<file path="config.mk">
export PLATFORM = sky130hd
export DESIGN_NAME = float_alu_arbiter
export DESIGN_NICKNAME = d
export VERILOG_FILES = /design/src/rtl/float_alu_arbiter.sv
export SDC_FILE = /design/constraint.sdc
export NUM_CORES = 1
export LEC_CHECK = 0
export ABC_AREA = 1
export BUFFER_PORTS_ARGS = -buffer_cell sky130_fd_sc_hd__buf_2
export CORE_ASPECT_RATIO = 0.7
export CORE_MARGIN = 8
export CORE_UTILIZATION = 30
export DETAILED_ROUTE_END_ITERATION = 10
export HOLD_SLACK_MARGIN = 0.08
export PLACE_DENSITY = 0.56
export SLEW_MARGIN = 20
export SYNTH_ARGS = -nofsm -noshare
export SYNTH_HDL_FRONTEND = slang
export SYNTH_SLANG_ARGS = --single-unit
</file>
<file path="constraint.sdc">
create_clock -name clk -period 5.7 [get_ports clk]
set_clock_uncertainty 0.2 [all_clocks]
set_input_delay 1.14 -clock clk [delete_from_list [all_inputs] [get_ports clk]]
set_output_delay 1.14 -clock clk [all_outputs]
set_load 0.02 [all_outputs]
</file>
<file path="src/rtl/float_alu_arbiter.sv">
// Round-robin arbiter sharing one fixed-latency float add/sub unit between NUM_REQ requesters.
// Operands are exponent-ordered before issue; results return through per-requester response registers.
module float_alu_arbiter #(
  parameter int EXP_WIDTH = 8,
  parameter int MAN_WIDTH = 7,
  parameter int NUM_REQ   = 4,
  parameter int LAT       = 3,
  localparam int FW       = EXP_WIDTH + MAN_WIDTH + 1
) (
  input  logic                  clk,
  input  logic                  rst,
  input  logic [NUM_REQ-1:0]    req_valid,
  output logic [NUM_REQ-1:0]    req_ready,
  input  logic [NUM_REQ*FW-1:0] req_lhs,
  input  logic [NUM_REQ*FW-1:0] req_rhs,
  input  logic [NUM_REQ-1:0]    req_sub,
  output logic                  alu_valid,
  output logic [FW-1:0]         alu_lhs,
  output logic [FW-1:0]         alu_rhs,
  output logic                  alu_sub,
  input  logic                  alu_res_valid,
  input  logic [FW-1:0]         alu_res,
  output logic [NUM_REQ-1:0]    rsp_valid,
  input  logic [NUM_REQ-1:0]    rsp_ready,
  output logic [NUM_REQ*FW-1:0] rsp_data,
  output logic                  err
);

  localparam int IW = $clog2(NUM_REQ);

  logic [NUM_REQ-1:0]    busy_q, busy_d, eligible;
  logic [IW-1:0]         ptr_q, ptr_d, gnt_idx, scan_idx;
  logic                  gnt_vld;
  logic [FW-1:0]         gnt_a, gnt_b;
  logic                  gnt_sub, gnt_swap;

  logic                  alu_valid_q, alu_sub_q;
  logic [FW-1:0]         alu_lhs_q, alu_rhs_q;
  logic [IW-1:0]         iss_idx_q;
  logic                  iss_flip_q;

  logic [LAT-1:0]        tag_v_q, tag_flip_q;
  logic [IW-1:0]         tag_idx_q [LAT];
  logic [IW-1:0]         last_idx;
  logic                  last_flip;

  logic [NUM_REQ-1:0]    rsp_valid_q, rsp_valid_d;
  logic [NUM_REQ*FW-1:0] rsp_data_q, rsp_data_d;
  logic                  err_q, err_d;

  assign eligible = req_valid & ~busy_q & {NUM_REQ{~rst}};

  always_comb begin
    gnt_vld   = 1'b0;
    gnt_idx   = '0;
    scan_idx  = '0;
    req_ready = '0;
    for (int unsigned k = 0; k < NUM_REQ; k++) begin
      scan_idx = IW'((32'(ptr_q) + k) % NUM_REQ);
      if (!gnt_vld && eligible[scan_idx]) begin
        gnt_vld = 1'b1;
        gnt_idx = scan_idx;
      end
    end
    if (gnt_vld) req_ready[gnt_idx] = 1'b1;
  end

  // Strict compare: equal exponents keep the original operand order.
  always_comb begin
    gnt_a    = req_lhs[gnt_idx*FW +: FW];
    gnt_b    = req_rhs[gnt_idx*FW +: FW];
    gnt_sub  = req_sub[gnt_idx];
    gnt_swap = gnt_a[FW-2 -: EXP_WIDTH] < gnt_b[FW-2 -: EXP_WIDTH];
  end

  always_ff @(posedge clk) begin
    if (rst) begin
      alu_valid_q <= 1'b0;
      alu_lhs_q   <= '0;
      alu_rhs_q   <= '0;
      alu_sub_q   <= 1'b0;
      iss_idx_q   <= '0;
      iss_flip_q  <= 1'b0;
    end else begin
      alu_valid_q <= gnt_vld;
      if (gnt_vld) begin
        alu_lhs_q  <= gnt_swap ? gnt_b : gnt_a;
        alu_rhs_q  <= gnt_swap ? gnt_a : gnt_b;
        alu_sub_q  <= gnt_sub;
        iss_idx_q  <= gnt_idx;
        iss_flip_q <= gnt_swap & gnt_sub;
      end
    end
  end

  always_ff @(posedge clk) begin
    if (rst) begin
      tag_v_q    <= '0;
      tag_flip_q <= '0;
      for (int unsigned i = 0; i < LAT; i++) tag_idx_q[i] <= '0;
    end else begin
      tag_v_q[0]    <= alu_valid_q;
      tag_flip_q[0] <= iss_flip_q;
      tag_idx_q[0]  <= iss_idx_q;
      for (int unsigned i = 1; i < LAT; i++) begin
        tag_v_q[i]    <= tag_v_q[i-1];
        tag_flip_q[i] <= tag_flip_q[i-1];
        tag_idx_q[i]  <= tag_idx_q[i-1];
      end
    end
  end

  assign last_idx  = tag_idx_q[LAT-1];
  assign last_flip = tag_flip_q[LAT-1];

  // A tag with no matching result frees its requester so it cannot lock up.
  always_comb begin
    ptr_d       = ptr_q;
    busy_d      = busy_q & ~(rsp_valid_q & rsp_ready);
    rsp_valid_d = rsp_valid_q & ~(rsp_valid_q & rsp_ready);
    rsp_data_d  = rsp_data_q;
    err_d       = err_q;
    if (gnt_vld) begin
      busy_d[gnt_idx] = 1'b1;
      ptr_d = (gnt_idx == IW'(NUM_REQ - 1)) ? '0 : gnt_idx + 1'b1;
    end
    if (tag_v_q[LAT-1]) begin
      if (alu_res_valid) begin
        rsp_valid_d[last_idx] = 1'b1;
        rsp_data_d[last_idx*FW +: FW] = {alu_res[FW-1] ^ last_flip, alu_res[FW-2:0]};
      end else begin
        err_d            = 1'b1;
        busy_d[last_idx] = 1'b0;
      end
    end else if (alu_res_valid) begin
      err_d = 1'b1;
    end
  end

  always_ff @(posedge clk) begin
    if (rst) begin
      ptr_q       <= '0;
      busy_q      <= '0;
      rsp_valid_q <= '0;
      rsp_data_q  <= '0;
      err_q       <= 1'b0;
    end else begin
      ptr_q       <= ptr_d;
      busy_q      <= busy_d;
      rsp_valid_q <= rsp_valid_d;
      rsp_data_q  <= rsp_data_d;
      err_q       <= err_d;
    end
  end

  assign alu_valid = alu_valid_q;
  assign alu_lhs   = alu_lhs_q;
  assign alu_rhs   = alu_rhs_q;
  assign alu_sub   = alu_sub_q;
  assign rsp_valid = rsp_valid_q;
  assign rsp_data  = rsp_data_q;
  assign err       = err_q;

endmodule

</file>
# ---- Word level (Yosys, flattened, before mapping)
# Memories as Yosys holds them, arrays and structs flattened.
# Cells that the tools add are included.
dict set report word_totals {
  mem_bits_rw 6
  regBits 118
  output_inout_bits 107
  mem_count 1
}
dict set report op_classes {
  muxes 41
  n_shift 4
  n_lt_le_gt_ge 9
  n_bitwise 17
  addsub 5
  reduce_logical 11
  n_eq_ne 2
}
# memory depth width read_ports rd_clocked_by_memory_dff wr line_no
set memory_table {}
lappend memory_table {tag_idx_q 3 2 3 0 3 43} ;# logic [IW-1:0] tag_idx_q [LAT];
# operator count
set op_table {}
lappend op_table {{indexed part select 64 x 7 -> 16 bit} 2}
lappend op_table {{bitwise mux 64 bit} 1}
lappend op_table {{variable shift 16 x 34 -> 64 bit (first input constant)} 1}
lappend op_table {{indexed part select 16 x 34 -> 64 bit} 1}
lappend op_table {{negator 6 -> 34 bit} 1}
lappend op_table {{2-to-1 mux 16 bit} 2}
lappend op_table {{bitwise AND 4 bit} 6}
lappend op_table {{2-to-1 mux 4 bit} 6}
lappend op_table {{< comparator 2 x 3 -> 1 bit (second input constant)} 6}
lappend op_table {{2-to-1 mux 1 bit} 17}
lappend op_table {{2-to-1 mux 2 bit} 8}
lappend op_table {{inverter 4 bit} 3}
lappend op_table {{binary-select mux 1 bit (select 2 bit)} 5}
lappend op_table {{< comparator 8 bit} 1}
lappend op_table {{OR 4 bit} 2}
lappend op_table {{logical AND 1 bit} 5}
lappend op_table {{adder 2 x 1 -> 2 bit (second input constant)} 2}
lappend op_table {{adder 2 bit (second input constant)} 2}
lappend op_table {{demux 1 bit (select 2 bit)} 2}
lappend op_table {{greater-or-equal comparator 2 x 1 -> 1 bit (second input constant)} 2}
lappend op_table {{AND reduction 2 bit} 2}
lappend op_table {{logical NOT 1 bit} 3}
lappend op_table {{OR 1 bit} 3}
lappend op_table {{equality test 2 bit (second input constant)} 1}
lappend op_table {{5 further kinds} 5}

# ---- Longest topological paths before layout
# Gate-level depths: netlist (run 1).
dict set report depth {
  ltp_word 24
  depth_mapped 28
  ltp_nobuf 24
}

# ---- Worst setup path after synthesis (run 1)
# OpenSTA, ideal clock, no wires.
dict set report synth_path {
  kind {input -> register}
  from {in rst}
  to {reg alu_lhs_q[0] (netlist: alu_lhs[0])}
  setup_slack_ps 1110
  cell_stages 21
  arrival_ps 4277
  n_path_buf 3
  setup_time_ps 113
  cell_sequence {buf_6 > nor2_2 > nand3_1 > nand3_1 > nand2_2 > a21oi_1 > nand2_2 > nand2_2 > buf_6 > inv_2 > or2_2 > a32oi_1 > inv_1 > ha_1 > nand2_1 > nor2_1 > a211oi_1 > clkbuf_1 > nand3_1 > nand3_1 > nand2_1}
}
dict set report synth_via {
  elab_chain_cells 17
  word_cells_on_any_way 28
}
# element line_no
set synth_lines {}
lappend synth_lines {{from (decl)} 11} ;# input logic rst,
lappend synth_lines {{inverter 1 bit} 51} ;# assign eligible = req_valid & ~busy_q & {NUM_REQ{~rst}};
lappend synth_lines {{bitwise AND 4 bit} 51}
lappend synth_lines {{binary-select mux 1 bit (select 2 bit)} 60} ;# if (!gnt_vld && eligible[scan_idx]) begin
lappend synth_lines {{2-to-1 mux 1 bit (not written as such)} 60}
lappend synth_lines {{2-to-1 mux 1 bit} 60}
lappend synth_lines {{logical NOT 1 bit} 60}
lappend synth_lines {{logical AND 1 bit} 60}
lappend synth_lines {{2-to-1 mux 1 bit} 60}
lappend synth_lines {{logical NOT 1 bit} 60}
lappend synth_lines {{logical AND 1 bit} 60}
lappend synth_lines {{2-to-1 mux 1 bit} 60}
lappend synth_lines {{logical NOT 1 bit} 60}
lappend synth_lines {{logical AND 1 bit} 60}
lappend synth_lines {{2-to-1 mux 2 bit} 60}
lappend synth_lines {{indexed part select 64 x 7 -> 16 bit (on tied branches)} {70, 71}}
lappend synth_lines {{< comparator 8 bit} 73} ;# gnt_swap = gnt_a[FW-2 -: EXP_WIDTH] < gnt_b[FW-2 -: EXP_WIDTH];
lappend synth_lines {{2-to-1 mux 16 bit} 87} ;# alu_lhs_q <= gnt_swap ? gnt_b : gnt_a;
lappend synth_lines {{to (signal assigned)} 87}
lappend synth_lines {{to (decl)} 38} ;# logic [FW-1:0] alu_lhs_q, alu_rhs_q;
# Parallel ways exist; a longest one is shown, timed or not. The select of a mux whose other input is x is not followed.
# A chain may end at the register's enable or synchronous reset.

# ---- Worst setup path after layout (run 1)
dict set report layout_path {
  from {in rst}
  to {out req_ready[3]}
}
dict set report layout_via {
  elab_chain_cells 19
  word_cells_on_any_way 30
}
# element line_no
set layout_lines {}
lappend layout_lines {{inverter 1 bit (*)} 51}
lappend layout_lines {{bitwise AND 4 bit (*)} 51}
lappend layout_lines {{binary-select mux 1 bit (select 2 bit)} 60}
lappend layout_lines {{2-to-1 mux 1 bit (not written as such)} 60}
lappend layout_lines {{2-to-1 mux 1 bit} 60}
lappend layout_lines {{logical NOT 1 bit} 60}
lappend layout_lines {{logical AND 1 bit} 60}
lappend layout_lines {{2-to-1 mux 1 bit} 60}
lappend layout_lines {{[... 3 more ...]} -}
lappend layout_lines {{logical NOT 1 bit} 60}
lappend layout_lines {{logical AND 1 bit} 60}
lappend layout_lines {{2-to-1 mux 2 bit} 60}
lappend layout_lines {{< comparator 2 x 3 -> 1 bit (not written as such) / greater-or-equal comparator 2 x 1 -> 1 bit (equally long branches)} 65} ;# if (gnt_vld) req_ready[gnt_idx] = 1'b1;
lappend layout_lines {{logical AND 1 bit (not written as such)} 65}
lappend layout_lines {{2-to-1 mux 1 bit (not written as such)} 65}
lappend layout_lines {{demux 1 bit (select 2 bit)} 65}
lappend layout_lines {{2-to-1 mux 4 bit (*)} 65}
lappend layout_lines {{to (decl)} 13} ;# output logic [NUM_REQ-1:0] req_ready,
# Mark *: on every way between the ends. The rest lies on a longest branch, timed or not. The select of a mux whose other input is x is not followed.

==> results of run 1 <==
## metrics by stage
step                cells  util [%]  instance area (µm²)  setup WS (ps)  hold WS (ps)
finish               1491     40.92                 8538          883.6         201.8
global route         1491     40.92                 8538          526.0         229.2
CTS                  1491     40.92                 8538          924.7         200.9
detailed placement   1459     38.10                 7949          618.7         197.3
global placement     1459     38.10                 7949          686.7         196.5
floorplan             959         -                 6422           1110         188.3
## critical path, stage by stage
cell and delay (ps):
buf_2 150, nor2_2 150, nand2_1 100, nand2_1 90
nand3_1 80, nand2_1 100, nand4_2 150, o21ai_2 690
buf_4 240, ha_1 130, inv_1 40, nor2_1 210
buf_2 220
## sequential cells by signal, summed over array words and instances (netlist names)
signal	flops
rsp_data	64
alu_lhs	16
alu_rhs	16
tag_idx_q	6
busy_q	4
rsp_valid	4
tag_flip_q	3
tag_v_q	3
iss_idx_q	2
ptr_q	2
alu_sub	1
alu_valid	1
err	1
iss_flip_q	1
## how the worst max path moves through the flow
stage	start	end	slack, ps	cells after the start
floorplan	rst	alu_lhs[0]$_SDFFE_PP0N_	1110	21
global placement	rst	alu_lhs[13]$_SDFFE_PP0N_	690	22
detailed placement	rst	alu_rhs[8]$_SDFFE_PP0N_	620	21
CTS	rst	req_ready[3]	920	13
global route	rst	alu_rhs[13]$_SDFFE_PP0N_	530	21
finish	rst	req_ready[3]	880	13
## power breakdown
part           internal [mW]  switching (mW)  total [mW]
registers               1.12           0.105        1.23
clock network          0.652           0.432        1.08
logic                   1.57            3.04        4.61
total                   3.34            3.57        6.92
## cells in the mapped netlist
cell / n
a22oi_1: 2
nand3_1: 95
nor2_1: 87
buf_6: 5
inv_1: 65
a31oi_1: 1
dfxtp_1: 124
o21ai_1: 1
clkbuf_1: 31
o22a_1: 22
a32oi_1: 3
nand4_1: 1
inv_2: 5
nand4_2: 1
nor4_1: 2
or2_2: 6
xor2_1: 1
a311oi_1: 1
nor3_1: 2
nand3_2: 1
a32o_1: 5
buf_2: 15
nor2_2: 4
o22ai_1: 2
nand2_1: 313
ha_1: 20
or4_1: 1
a211oi_1: 1
nand2_2: 7
o21ai_0: 52
clkbuf_4: 1
buf_4: 5
nand2_4: 1
a21oi_1: 74
o21ai_2: 2
## routing by layer
metal  vias to the layer above  global-route usage, %  wire length (µm)
met4                         0                  2.850               199
met3                        14                  5.553              1604
met2                       190                  25.41              9927
li1                       3597                      -                 -
met1                      3231                  22.80             11200
met5                         -                      0                 0
## logic make-up (layout without fill, tap and decap cells)
| family | after synthesis | after routing |
|---|---|---|
| AND/OR/NAND/NOR | 521 | 521 |
| flip-flops | 124 | 124 |
| buffers and inverters | 127 | 383 |
| AO/OA/AOI/OAI | 166 | 166 |
| XOR/XNOR | 1 | 1 |
| adder cells (fa/ha/maj) | 20 | 20 |
## cells in the final DEF, fill, tap and decap left out, types with 6 or more instances in the layout
master and n:
a21oi_1 74, buf_2 265, buf_4 16, clkbuf_16 17, dfxtp_1 124, ha_1 20
inv_1 65, nand2_1 313, nand2_2 7, nand3_1 95, nor2_1 86, o21ai_0 52
o22a_1 22, or2_2 6
## final cells by class
type | count | area (µm²) | share of cell area (%)
inverter | 70 | 262.8 | 3.077
timing repair buffer | 281 | 1446 | 16.94
tap | 276 | 345.3 | 4.045
clock buffer | 17 | 425.4 | 4.982
sequential | 124 | 2482 | 29.07
multi-input combinational | 708 | 3412 | 39.96
clock inverter | 15 | 163.9 | 1.920
==> reports/metrics.yaml, run 1 <==
r2r_slack_ps: 1220
p_per_area_nw_per_um2: 810.4
drive_gt1_share_pct: 28.31
grt_overflow: 0
slew_viol_final: 0
syn_to_final_growth_pct: 32.94
r2r-end: "alu_lhs[12]$_SDFFE_PP0N_"
cts-root-buf: "clkbuf_16"
outcome: "finished clean"
path_clk_slew_ps: 60
synth_xor_xnor_area_share_pct: 0.1364
postSynthCellCount: 959
arrival_ps: 3480
fmax_mhz: 207.6
fin_tns_setup_ps: 0
avgSynthCellArea_um2: 6.697
r2r_cells: 21
synthesis.nets: 1138
cts_max_path_buffers: 2
dr.pass1.iters: 5
io_pins: 266
nFillCells: 2233
period_share_pct: 84.50
initial_core_util_pct: 30.78
cts_buffers: 17
min_from: "tag_idx_q[0][2]$_SDFF_PP0_"
min_period_ps: 4816
clock-sinks: 124
hold_viol: 0
worstPathRequired_ps: 4360
insertion_delay_ps: 410
worst_pin_slew_ps: 928.1
drtIter0Drc: 422
diodes: 0
detail-route-antenna-nets: 0
grt_pass1_vias: 6742
timing.rr.start: "ptr_q[0]$_SDFFE_PP0N_"
die-height_um: 138.4
dp_hpwl_um: 17350
wire_per_inst_um: 15.38
synth_compound_area_share_pct: 15.14
detail_route.vias_per_cell: 4.716
post_cts_buffers: 0
synth-simple-area-share_pct: 33.53
grt_max_degree: 84
cts_tree: "yes"
synth_top_area_share_pct: 38.65
hold_end: "tag_idx_q[0][4]$_SDFF_PP0_"
hold_depth: 2
core_um2: 20870
holdBufCountCts: 0
yosysSeqAreaShare_pct: 38.65
synthAdderAreaFrac_pct: 3.896
setup_violations: 0
ys_top_cells_by_area: "dfxtp_1 39%, nand2_1 18%, nand3_1 7.4%"
io_buffers: 265
antenna_found_initial: 0
maxCapViolations: 0
synth_cell_types: 35
ir_drop_mv: 0.4048
grt_setup_unrepaired: "no"
die_area_um2: 26420
syn_area_um2: 6422
leakage_nw: 4.225
cts_resized: 0
synth_top_family_by_area: "simple AND/OR/NAND/NOR gates"
die_w_um: 190.9
slew_headroom_pct: 38.04
route.final.wire_length_um: 22940
grt_util_all_layers_pct: 16.71
grt_pass1_wl_um: 36160
synth_warnings: 0
htreeDepth: 4
num_vias: 7032
rows: 44
power.total_mw: 6.919
drc: 0
worst_setup_path_start_kind: "input port"
crit_type: "input port to output pin"
hp-class: "flip-flop to flip-flop"
worst_setup_path_end_kind: "output pin"
muxShareOfSynthArea_pct: 0
critPathMaxFanout: 20
yosys_register_bits: 124
place_congestion: 0.8437
nets: 1381
synth_top_area_cell: "dfxtp_1"
Power figures use the tool's default switching activity.
==> run 2: changes to the inputs <==
clock period = 4.9 ns   (was 5.7 ns; I/O delays follow)
==> reports/metrics.yaml, run 2 (same netlist as run 1, synthesis figures left out) <==
min_period_ps: 4352
htreeDepth: 4
initial_core_util_pct: 30.78
crit_type: "input port to flip-flop"
ir_drop_mv: 0.8183
power.share.combinational_pct: 66.8
clockPowerShare_pct: 15.9
grt_max_degree: 84
holdBufCountCts: 0
critPathMaxFanout: 63
grt_setup_unrepaired: "no"
worst_pin_slew_ps: 893.3
syn_to_final_growth_pct: 34.54
layout_common_cells: "313 x nand2_1, 265 x buf_2, 124 x dfxtp_1"
place_congestion: 0.8400
route.final.wire_length_um: 22570
grt_pass1_wl_um: 35980
period_share_pct: 88.81
insertion_delay_ps: 410
grt_overflow: 0
cts-root-buf: "clkbuf_16"
antenna_found_initial: 0
clock-sinks: 124
dr.pass1.iters: 5
nFillCells: 2205
detail_route.vias_per_cell: 4.716
wire_per_inst_um: 15.10
detail-route-antenna-nets: 0
drtIter0Drc: 480
worst_setup_path_start_kind: "input port"
cts_tree: "yes"
cts_buffers: 17
grt_util_all_layers_pct: 16.67
io_pins: 266
power.total_mw: 8.251
fin_util_pct: 41.41
final_common_cell: "nand2_1"
die_w_um: 190.9
fin_tns_setup_ps: 0
io_buffers: 265
p_int_mw: 4.118
grt_pass1_vias: 6693
worst_setup_path_end_kind: "flip-flop"
p_per_area_nw_per_um2: 954.9
num_vias: 7050
worstPathRequired_ps: 5010
fmax_mhz: 229.8
arrival_ps: 4470
post_cts_buffers: 0
hold_viol: 0
dp_hpwl_um: 17290
switching_power_mw: 4.132
p_seq_share_pct: 17.3
drc: 0
path_clk_slew_ps: 60
cts_max_path_buffers: 2
drive_gt1_share_pct: 28.55
rows: 44
p_sw_share_pct: 50.08
cts_resized: 0
largest_reg_flops: 64
slew_headroom_pct: 40.45
outcome: "finished clean"
diodes: 0
die-height_um: 138.4
die_area_um2: 26420
core_um2: 20870
hp-class: "flip-flop to flip-flop"
leakage_nw: 4.270
setup_violations: 0
slew_viol_final: 0
maxCapViolations: 0
nets: 1385
[run 2: stage by stage]
stage          std cells  cell area, µm²  setup slack (ps)  hold slack [ps]
3_3_place_gp        1463            8029             256.1            194.4
3_5_place_dp        1463            8029             191.7            192.8
4_1_cts             1495            8641             610.5            202.3
2_1_floorplan        959            6422             469.9            188.3
5_1_grt             1495            8641             184.3            210.4
6_report            1495            8641             548.4            201.3
[run 2: critical path, stage by stage]
cell	delay (ps)
buf_2	150
nor2_2	130
nand3_1	120
nand2_1	110
nand2_1	90
nand2_1	110
nand3_1	90
nand3_2	130
nand2_2	110
buf_12	190
or2_2	290
a32oi_1	480
inv_1	90
ha_1	210
a21oi_1	160
nor2_1	80
a211oi_4	380
buf_4	270
nand3_1	120
nand3_1	110
nand2_1	50
[run 2: cell type report]
cell class / count / area (µm²) / share of cell area (%)
flip-flops and latches: 124 / 2482 / 28.73
inverters: 70 / 262.8 / 3.041
well taps: 276 / 345.3 / 3.997
clock buffers: 17 / 425.4 / 4.923
repair buffers: 285 / 1526 / 17.67
multi-input cells: 708 / 3412 / 39.49
clock inverters: 15 / 186.4 / 2.158
[run 2: worst paths after layout]
kind                          from                       to  slack [ps]  depth (start not counted)
max                            rst  alu_rhs[8]$_SDFFE_PP0N_         550                         21
min          tag_v_q[0]$_SDFF_PP0_    tag_v_q[1]$_SDFF_PP0_         200                          2
max reg2reg  ptr_q[0]$_SDFFE_PP0N_  alu_rhs[8]$_SDFFE_PP0N_         630                         19
min reg2reg  tag_v_q[0]$_SDFF_PP0_    tag_v_q[1]$_SDFF_PP0_         200                          2
[run 2: routing by layer]
layer  vias up  wire length [µm]  GRT usage, %  part of all wire [%]
met5         -                 0             0                     0
met4         0               297         4.805                   1.3
met3        23              1864         5.427                   8.3
met2       222              9775         24.81                    43
met1      3197             10630         22.53                    47
li1       3608                 -             -                     -
[run 2: power by group through the flow]
stage | sequential [mW] | combinational, mW | clock [mW]
final | 1.43 | 5.51 | 1.31
after global routing | 1.46 | 6.35 | 1.39
after CTS | 1.43 | 5.54 | 1.34
after detailed placement | 1.45 | 5.52 | 0
after global placement | 1.45 | 5.50 | 0
after floorplan | 1.61 | 4.00 | 0
